**src/rtl/serial_full_adder_seq.sv**
```systemverilog
// Bit-serial adder: one full-adder cell plus a carry flop, LSB first.
// Streams each sum bit on ser_out and presents the parallel result with a done pulse.
module serial_full_adder_seq #(
    parameter int WIDTH = 8
) (
    input  logic             clk,
    input  logic             rst,
    input  logic             start,
    input  logic [WIDTH-1:0] a,
    input  logic [WIDTH-1:0] b,
    input  logic             c_in,
    output logic             busy,
    output logic             done,
    output logic [WIDTH-1:0] sum,
    output logic             c_out,
    output logic             ser_out,
    output logic             ser_valid
);
    localparam int CW = $clog2(WIDTH);
    localparam logic [CW-1:0] LAST_CNT = CW'(WIDTH - 1);

    localparam logic [1:0] ST_IDLE  = 2'd0;
    localparam logic [1:0] ST_SHIFT = 2'd1;
    localparam logic [1:0] ST_DONE  = 2'd2;

    logic [1:0]       state_reg;
    logic [WIDTH-1:0] a_sh_reg;
    logic [WIDTH-1:0] b_sh_reg;
    logic             carry_reg;
    logic [CW-1:0]    cnt_reg;
    // Only WIDTH-1 bits are stored: the final sum bit joins them on the last edge.
    logic [WIDTH-2:0] acc_reg;
    logic [WIDTH-2:0] acc_next;
    logic [WIDTH-1:0] sum_reg;
    logic             c_out_reg;
    logic             ser_out_reg;
    logic             ser_valid_reg;

    logic s_bit;
    logic carry_next;

    assign s_bit      = a_sh_reg[0] ^ b_sh_reg[0] ^ carry_reg;
    assign carry_next = (a_sh_reg[0] & b_sh_reg[0]) | (a_sh_reg[0] & carry_reg)
                      | (b_sh_reg[0] & carry_reg);

    generate
        for (genvar gi = 0; gi < WIDTH - 1; gi++) begin : g_acc
            if (gi == WIDTH - 2) begin : g_top
                assign acc_next[gi] = s_bit;
            end else begin : g_mid
                assign acc_next[gi] = acc_reg[gi+1];
            end
        end
    endgenerate

    always_ff @(posedge clk or posedge rst) begin
        if (rst) begin
            state_reg     <= ST_IDLE;
            a_sh_reg      <= '0;
            b_sh_reg      <= '0;
            carry_reg     <= 1'b0;
            cnt_reg       <= '0;
            acc_reg       <= '0;
            sum_reg       <= '0;
            c_out_reg     <= 1'b0;
            ser_out_reg   <= 1'b0;
            ser_valid_reg <= 1'b0;
        end else begin
            case (state_reg)
                ST_IDLE: begin
                    if (start) begin
                        a_sh_reg  <= a;
                        b_sh_reg  <= b;
                        carry_reg <= c_in;
                        cnt_reg   <= '0;
                        state_reg <= ST_SHIFT;
                    end
                end
                ST_SHIFT: begin
                    a_sh_reg      <= {1'b0, a_sh_reg[WIDTH-1:1]};
                    b_sh_reg      <= {1'b0, b_sh_reg[WIDTH-1:1]};
                    carry_reg     <= carry_next;
                    acc_reg       <= acc_next;
                    ser_out_reg   <= s_bit;
                    ser_valid_reg <= 1'b1;
                    cnt_reg       <= cnt_reg + CW'(1);
                    if (cnt_reg == LAST_CNT) begin
                        sum_reg   <= {s_bit, acc_reg};
                        c_out_reg <= carry_next;
                        state_reg <= ST_DONE;
                    end
                end
                ST_DONE: begin
                    ser_valid_reg <= 1'b0;
                    state_reg     <= ST_IDLE;
                end
                default: state_reg <= ST_IDLE;
            endcase
        end
    end

    assign busy      = (state_reg == ST_SHIFT) || (state_reg == ST_DONE);
    assign done      = (state_reg == ST_DONE);
    assign sum       = sum_reg;
    assign c_out     = c_out_reg;
    assign ser_out   = ser_out_reg;
    assign ser_valid = ser_valid_reg;
endmodule

```
**config.mk**
```make
export PLATFORM = sky130hd
export DESIGN_NAME = serial_full_adder_seq
export DESIGN_NICKNAME = d
export VERILOG_FILES = /design/src/rtl/serial_full_adder_seq.sv
export SDC_FILE = /design/constraint.sdc
export NUM_CORES = 1
export LEC_CHECK = 0
export ABC_AREA = 1
export BUFFER_PORTS_ARGS = -buffer_cell sky130_fd_sc_hd__buf_2
export CAP_MARGIN = 15
export CORE_MARGIN = 2
export CORE_UTILIZATION = 45
export DETAILED_ROUTE_END_ITERATION = 16
export PLACE_DENSITY_LB_ADDON = 0.08
export SYNTH_ARGS = -nofsm -noshare
export SYNTH_HDL_FRONTEND = slang
export SYNTH_SLANG_ARGS = --single-unit
```
**constraint.sdc**
```tcl
create_clock -name clk -period 1.54 [get_ports clk]
set_clock_uncertainty 0.1 [all_clocks]
set_input_delay 0.385 -clock clk [delete_from_list [all_inputs] [get_ports clk]]
set_output_delay 0.385 -clock clk [all_outputs]
set_load 0.005 [all_outputs]
```
Word-level counts from Yosys, hierarchy flattened
Index checks and enable logic that the tools add are counted.

storage, ports and cells
  register bits = 40
  latch bits = 0
  memory bits (writable) = 0
  memory bits (read-only) = 0
  input bits = 20
  output and inout bits = 13
  word-level logic and storage cells = 42
  memories = 0

operators by class
  $add $sub $neg = 1
  $mul = 0
  divide/modulo/power cells = 0
  $lt $le $gt $ge = 0
  eq/ne operators = 5
  shifts and indexed selects = 0
  multiplexer cells = 12
  bitwise logic cells = 7
  reductions and logical operators = 7

operators by type and width
  cell                 number
  $pmux 8 s2           2
  $mux 8               2
  $pmux 3 s2           1
  $reduce_and 2->1     3
  $mux 2               2
  $ne 2x2->1 const B   2
  $pmux 1 s2           2
  $pmux 2 s2           1
  $reduce_bool 2->1    2
  $add 3x1->3 const B  1
  $and 1x1->1          3
  $eq 3x3->1 const B   1
  $mux 3               1
  $eq 2x1->1 const B   1
  $eq 2x2->1 const B   1
  $logic_not 2->1      1
  $or 1x1->1           2
  $xor 1x1->1          2
  $logic_or 1x1->1     1
  $mux 1               1

Longest topological paths before layout
Gate-level depths: netlist of the first run.

  depth after elaboration = 4
  gate-level depth with buffers = 9

Least setup slack after synthesis of the first run
No wires, ideal clock.

  kind = reg-to-reg
  start point = reg cnt_reg[0]
  end point = reg sum_reg[0], in the netlist sum[0]
  setup time = 0.126 ns
  data arrival time = 1.120 ns
  path slack = 0.194 ns
  stages on the path, launching flop included = 6
  buffers on the path = 1
  cells stage by stage = dfrtp_1 -> ha_1 -> ha_1 -> nand2_2 -> buf_2 -> o21ai_0

between the ends
  word-level cells in the longest chain between the ends = 2

ends and longest elaborated chain
  what                        RTL line  text
  start, declared             30        logic [CW-1:0] cnt_reg;
  start signal, assigned      86        cnt_reg <= cnt_reg + CW'(1);
  $eq 3x3->1                  87        if (cnt_reg == LAST_CNT) begin
  $reduce_and 2->1 (no line)  n/a
  end signal, assigned        88        sum_reg <= {s_bit, acc_reg};
  end, declared               34        logic [WIDTH-1:0] sum_reg;

No other way between the ends.
A chain may end at the register's enable or synchronous reset.

Final worst setup path of the first run
  start point = reg state_reg[1]
  end point = out busy

between the ends
  word-level cells in the longest chain between the ends = 2
  elaborated cells between the ends (all ways) = 3

ends and longest elaborated chain
  what                                      RTL line  text
  start, declared                           26        logic [1:0] state_reg;
  start signal, assigned                    58        state_reg <= ST_IDLE;
  start signal, assigned                    76        state_reg <= ST_SHIFT;
  start signal, assigned                    90        state_reg <= ST_DONE;
  $eq 2x1->1 or $eq 2x2->1 (tied branches)  102       assign busy = (state_reg == ST_SHIFT) || (state_reg == ST_DONE);
  $logic_or 1x1->1 (*)                      102
  end, declared                             12        output logic busy,

Mark *: on every way between the ends. The rest lies on a longest branch, timed or not.

==> out/results.ini, run 1 <==
[floorplan]
die_area_um2=4614
io_pins=33
num_rows=23
fp.dieW_um=67.93
fp.dieH_um=67.93
start_util_pct=46.31
core_region_area_um2=3971

[grt]
grt_use_total_pct=17.61
antenna_found_initial=0
grt-ovfl-total=0
grt_pass1_vias=1340
grt_pass1_wl_mm=6.072
grt_max_degree=40

[cells_and_area]
final_util_pct=55.77
postLayoutCellArea_um2=2215
area_delta_synth_final_pct=20.41
num_antenna_cells=0
fin_nets=288
layout.cells.non_filler=313
layout_commonest_cell=nand2_1
final_cell_mix=nand2_1, dfrtp_1, buf_2, nand3_1, o21ai_0
nFillCells=394
layout-drive-gt1-share_pct=21.29

[clock_network]
clk_pin_slew_worst_paths_ps=80
cts_tree=yes
cts_buffers=5
root_buffer=clkbuf_8
h-tree-depth=2
cts_hold_buf=0
cts.sinks=39
clk_latency_ps=290
clk_path_buf_depth=2

[sta]
maxSlewViolCount=0
max_slew_margin_pct=85.78
hold_ws_ps=29.99
hold_violations=0
fin_ws_ps=-69.75
fmax_mhz=621.2
worst_pin_slew_ps=213.2
rsz0062_at_grt=yes
finalCritPeriodShare_pct=104.5
setup_viol=2
fin_crit_ps=1610

[pwr]
finalPower_mw=3.984
powerDensity_nw_per_um2=1799
power.share.switching_pct=37.12
p_clk_share_pct=21.9
seqPwrFrac_pct=40.1
switchingPower_mw=1.479
leakage_nw=1.257
vdd_drop_max_mv=0.8001
internal-power_mw=2.505
power_frac_comb_pct=38.0

[setup_path]
cp-start-kind=flop
critical_path_class=flop to output pin
crit_path_end_kind=output pin
cp.arrival_ps=1120
cp_max_fo=3
required_ps=1050

[drt]
ant_nets=0
firstDrtPassIters=4
drt_iter0_drc=84
route.detailed.drc=0
drt_wl_total_mm=3.481
routed_via_density=4.744
num_vias=1485
post_drt_wl_per_cell_um=11.12

[synthesis]
yosysSeqAreaShare_pct=53.06
synth_nets=252
synthCells=226
avgSynthCellArea_um2=8.138
syn_area_um2=1839
ys_ff_latch=39
synth_cell_types=16
yosysWarnings=0

[placement]
dp_cells=304
io_buffers=32
gp_congestion=0.7276
detailed_place.area_um2=2064
hpwlAfterDp_mm=2.327

[job]
maxCapViolations=0

[run_status]
status=finished, violations left
violations=negative setup slack

[worst_hold_path]
hold_class=input pin to asynchronous set/reset pin

-- synthesized netlist by cell type, drive strengths merged --
cell / number / area share, %
buf: 11 / 4.1
nor2: 2 / 0.41
o21ai: 14 / 3.8
inv: 15 / 3.1
a21oi: 1 / 0.27
dfrtp: 39 / 53
fa: 1 / 1.1
nand3: 23 / 6.3
nand2: 113 / 24
nand4: 2 / 0.68
ha: 5 / 3.4
-- final timing paths --
check	startpoint	to	slack [ps]	cells past startpoint
setup / recovery	state_reg[1]$_DFFE_PP0P_	busy	-70	3
hold / removal	rst	sum[0]$_DFFE_PP0P_	30	3
setup reg to reg	state_reg[1]$_DFFE_PP0P_	state_reg[1]$_DFFE_PP0P_	60	7
hold reg to reg	sum[0]$_DFFE_PP0P_	sum[0]$_DFFE_PP0P_	380	2
max in group asynchronous	rst	acc_reg[5]$_DFFE_PP0P_	1110	3
min in group clk	a[7]	a_sh_reg[7]$_DFFE_PP0P_	250	3
-- repair_timing --
item,in CTS,in global routing
hold endpoints to repair,0,0
gates resized for setup,6,1
endpoints found under the setup margin,17,23
setup buffers,1,0
pin swaps,1,0
-- routing by layer --
metal / track usage (%) / vias up / wire length (um)
met5: 0 / - / 0
met3: 4.934 / 6 / 140
li1: - / 772 / -
met2: 26.94 / 26 / 1546
met1: 24.02 / 681 / 1744
met4: 6.000 / 0 / 49
-- final cells by class --
class	count	area, um2	share of cell area (%)
repair buffers	40	251.5	11.36
clock buffers	5	68.82	3.107
inverters	15	58.81	2.655
clock inverters	3	47.55	2.147
multi-input cells	161	749.5	33.84
flip-flops and latches	39	975.9	44.07
well taps	50	62.56	2.825
-- through the flow --
step / worst slack (ps) / setup TNS (ps)
floorplan: 165.7 / 0
finish: -69.75 / -105.1
detailed placement: -42.40 / -55.06
global placement: -2.895 / -2.895
CTS: -76.23 / -118.0
global route: -110.5 / -708.6
-- worst max-delay path, cell delays in order, from the launching register on --
cell	delay [ps]
dfrtp_1	410
inv_2	100
ha_4	210
buf_6	110
-- power by group through the flow --
stage          combinational, mW  sequential (mW)  clock [mW]
6_report                    1.52             1.60       0.872
3_3_place_gp                1.45             1.61           0
3_5_place_dp                1.46             1.61           0
4_1_cts                     1.54             1.60       0.904
2_1_floorplan               1.13             1.57           0
5_1_grt                     1.79             1.65       0.948
-- logic make-up (layout without fill, tap and decap cells) --
logic type,count (synthesis),after routing,synth area share [%]
AO/OA/AOI/OAI,15,15,4.082
flip-flops,39,39,53.06
buffers and inverters,26,63,7.143
AND/OR/NAND/NOR,140,140,31.22
adder cells (fa/ha/maj),6,6,4.490
No activity file was read; power rests on OpenSTA's default activity.
==> run 2, diff against run 1 <==
==> constraint.sdc (replaced) <==
create_clock -name clk -period 1.5 [get_ports clk]
set_clock_uncertainty 0.1 [all_clocks]
set_input_delay 0.375 -clock clk [delete_from_list [all_inputs] [get_ports clk]]
set_output_delay 0.375 -clock clk [all_outputs]
set_load 0.005 [all_outputs]
==> run 2 against run 1 <==
The flow still finishes with violations (negative setup slack). Core utilization grew 1.4 points. Global-route usage grew 0.91 points. Setup slack lost 21 ps. Via count is 2.5% higher. Clock power rose by 1%. Register-to-register slack worse by 40 ps. Non-clock buffer count up 2. Worst hold slack lost 14 ps. Sequential share of layout area shrank 1.1 points. Die area unchanged. Flip-flop and latch count stayed put. Largest power group unchanged.
==> out/results.ini, run 2 (synthesized netlist as in run 1, its figures left out) <==
[run_status]
status=finished, violations left  ; unchanged
violations=negative setup slack  ; unchanged

[clock_network]
clk_latency_ps=300  ; was 290 ps
cts_buffers=5  ; unchanged
clk_path_buf_depth=2  ; unchanged
cts_tree=yes  ; unchanged
root_buffer=clkbuf_8  ; unchanged
cts_hold_buf=0  ; unchanged
cts.sinks=39  ; unchanged
h-tree-depth=2  ; unchanged
clk_pin_slew_worst_paths_ps=80  ; about the same

[setup_path]
cpLargestDelayFamily=flip-flops  ; unchanged
worstPathCellList=inv_2 -> ha_4 -> buf_6  ; unchanged
slowest_delay_ps=410  ; about the same
crit_path_top_delay_cell=dfrtp_1  ; unchanged
cp_max_fo=2  ; was 3
r2r-end=a_sh_reg[5]$_DFFE_PP0P_  ; was state_reg[1]$_DFFE_PP0P_
r2r-start=state_reg[1]$_DFFE_PP0P_  ; unchanged
crit_path_end_kind=output pin  ; unchanged
reg2reg_slack_ps=20  ; was 60 ps
required_ps=1020  ; was 1050 ps
ff2ff_path_depth=8  ; was 7
cp-start-kind=flop  ; unchanged
crit_start=state_reg[1]$_DFFE_PP0P_  ; unchanged
cp.arrival_ps=1120  ; about the same
critical_path_class=flop to output pin  ; unchanged
crit_buf_inv=2  ; unchanged

[cells_and_area]
nFillCells=391  ; was 394
layout_commonest_cell=nand2_1  ; unchanged
layout.cells.non_filler=316  ; was 313
num_antenna_cells=0  ; unchanged
final_cell_mix=nand2_1, dfrtp_1, buf_2, nand3_1, o21ai_0  ; unchanged
multiInputGateArea_um2=787.0  ; was 749.5 um2
layout-drive-gt1-share_pct=23.68  ; was 21.29%
fin_nets=291  ; was 288
final_util_pct=57.18  ; was 55.77%
seqCellArea_um2=975.9  ; unchanged
area_delta_synth_final_pct=23.47  ; was 20.41%

[drt]
drt_wl_total_mm=3.739  ; was 3.481 mm
num_vias=1522  ; was 1485
ant_nets=0  ; unchanged
route.detailed.drc=0  ; unchanged
drt_iter0_drc=73  ; was 84
post_drt_wl_per_cell_um=11.83  ; was 11.12 um
routed_via_density=4.816  ; was 4.744
firstDrtPassIters=4  ; unchanged

[floorplan]
num_rows=23  ; unchanged
core_region_area_um2=3971  ; unchanged
fp.dieH_um=67.93  ; unchanged
fp.dieW_um=67.93  ; unchanged
die_area_um2=4614  ; unchanged
start_util_pct=46.31  ; unchanged
io_pins=33  ; unchanged

[sta]
fin_crit_ps=1591
maxSlewViolCount=0  ; unchanged
rsz0062_at_grt=yes  ; unchanged
fin_ws_ps=-90.55  ; was -69.75 ps
fmax_mhz=628.7
worst_pin_slew_ps=214.2  ; was 213.2 ps
setup_viol=2  ; unchanged
hold_violations=0  ; unchanged
finalSetupTns_ps=-179.4  ; was -105.1 ps
finalCritPeriodShare_pct=106.0
max_slew_margin_pct=85.72  ; was 85.78%

[placement]
io_buffers=32  ; unchanged
hpwlAfterDp_mm=2.444  ; was 2.327 mm
gp_congestion=0.6940  ; was 0.7276
dp_cells=306  ; was 304

[grt]
antenna_found_initial=0  ; unchanged
grt_pass1_vias=1461  ; was 1340
grt_max_degree=40  ; unchanged
grt_use_total_pct=18.51  ; was 17.61%
grt_pass1_wl_mm=6.327  ; was 6.072 mm
grt-ovfl-total=0  ; unchanged

[job]
maxCapViolations=0  ; unchanged

[worst_hold_path]
hold_class=input pin to asynchronous set/reset pin  ; unchanged

[pwr]
vdd_drop_max_mv=0.9433  ; was 0.8001 mV
powerDensity_nw_per_um2=1831  ; was 1799 nW/um2
leakage_nw=1.263  ; was 1.257 nW

[run 2: cell types whose count changed in the layout (fill, tap and decap cells not counted), sizes merged]
cell    delta
buf        +2
clkinv     +1
inv        -1
nand2      +1
[run 2: final cells by class]
cell class	count	share of cell area [%]
timing repair buffer	42	12.07
clock inverter	3	1.928
tap	50	2.755
inverter	15	2.590
clock buffer	5	3.030
multi-input combinational	162	34.66
sequential	39	42.98
[run 2: metal layers]
metal | track usage, % | up-vias | routed length, um
met5 | 0 | - | 0
met4 | 8.250 | 0 | 68
met3 | 4.441 | 8 | 173
met2 | 28.64 | 27 | 1670
met1 | 24.61 | 708 | 1826
li1 | - | 779 | -
[run 2: worst max-delay path by stage]
| stage | to | slack, ps | cells after the start |
|---|---|---|---|
| final | busy | -90 | 3 |
| after global routing | done | -130 | 3 |
| after global placement | state_reg[1]$_DFFE_PP0P_ | -20 | 6 |
| after CTS | busy | -100 | 3 |
| after floorplan | a_sh_reg[0]$_DFFE_PP0P_ | 140 | 1 |
| after detailed placement | state_reg[1]$_DFFE_PP0P_ | -50 | 6 |
[run 2: timing repair]
action,4_1_cts,5_1_grt
hold endpoints to repair,0,0
gates resized for setup,8,6
cloned,0,1
setup endpoints to repair,26,32
setup buffers,1,0
pin swaps,1,1
[run 2: tightest hold or removal path, delay by kind of cell]
family   cells  cell delay, ps
buf+inv      3             420
[run 2: through the flow]
stage | total power [mW] | hold slack [ps] | area, um2 | setup WS [ps]
6_report | 4.159 | 16.24 | 2271 | -90.55
2_1_floorplan | 2.776 | 353.0 | 1839 | 135.7
3_3_place_gp | 3.162 | 349.7 | 2079 | -20.98
5_1_grt | 4.558 | 33.35 | 2271 | -127.4
3_5_place_dp | 3.191 | 349.8 | 2079 | -47.42
4_1_cts | 4.171 | 25.31 | 2232 | -97.17
[run 2: where the power goes]
group          internal (mW)  leakage [nW]  switching, mW
Combinational          0.672         0.699          0.966
Clock                  0.495        0.0581          0.388
Sequential              1.43         0.506          0.211
Total                   2.59          1.26           1.56
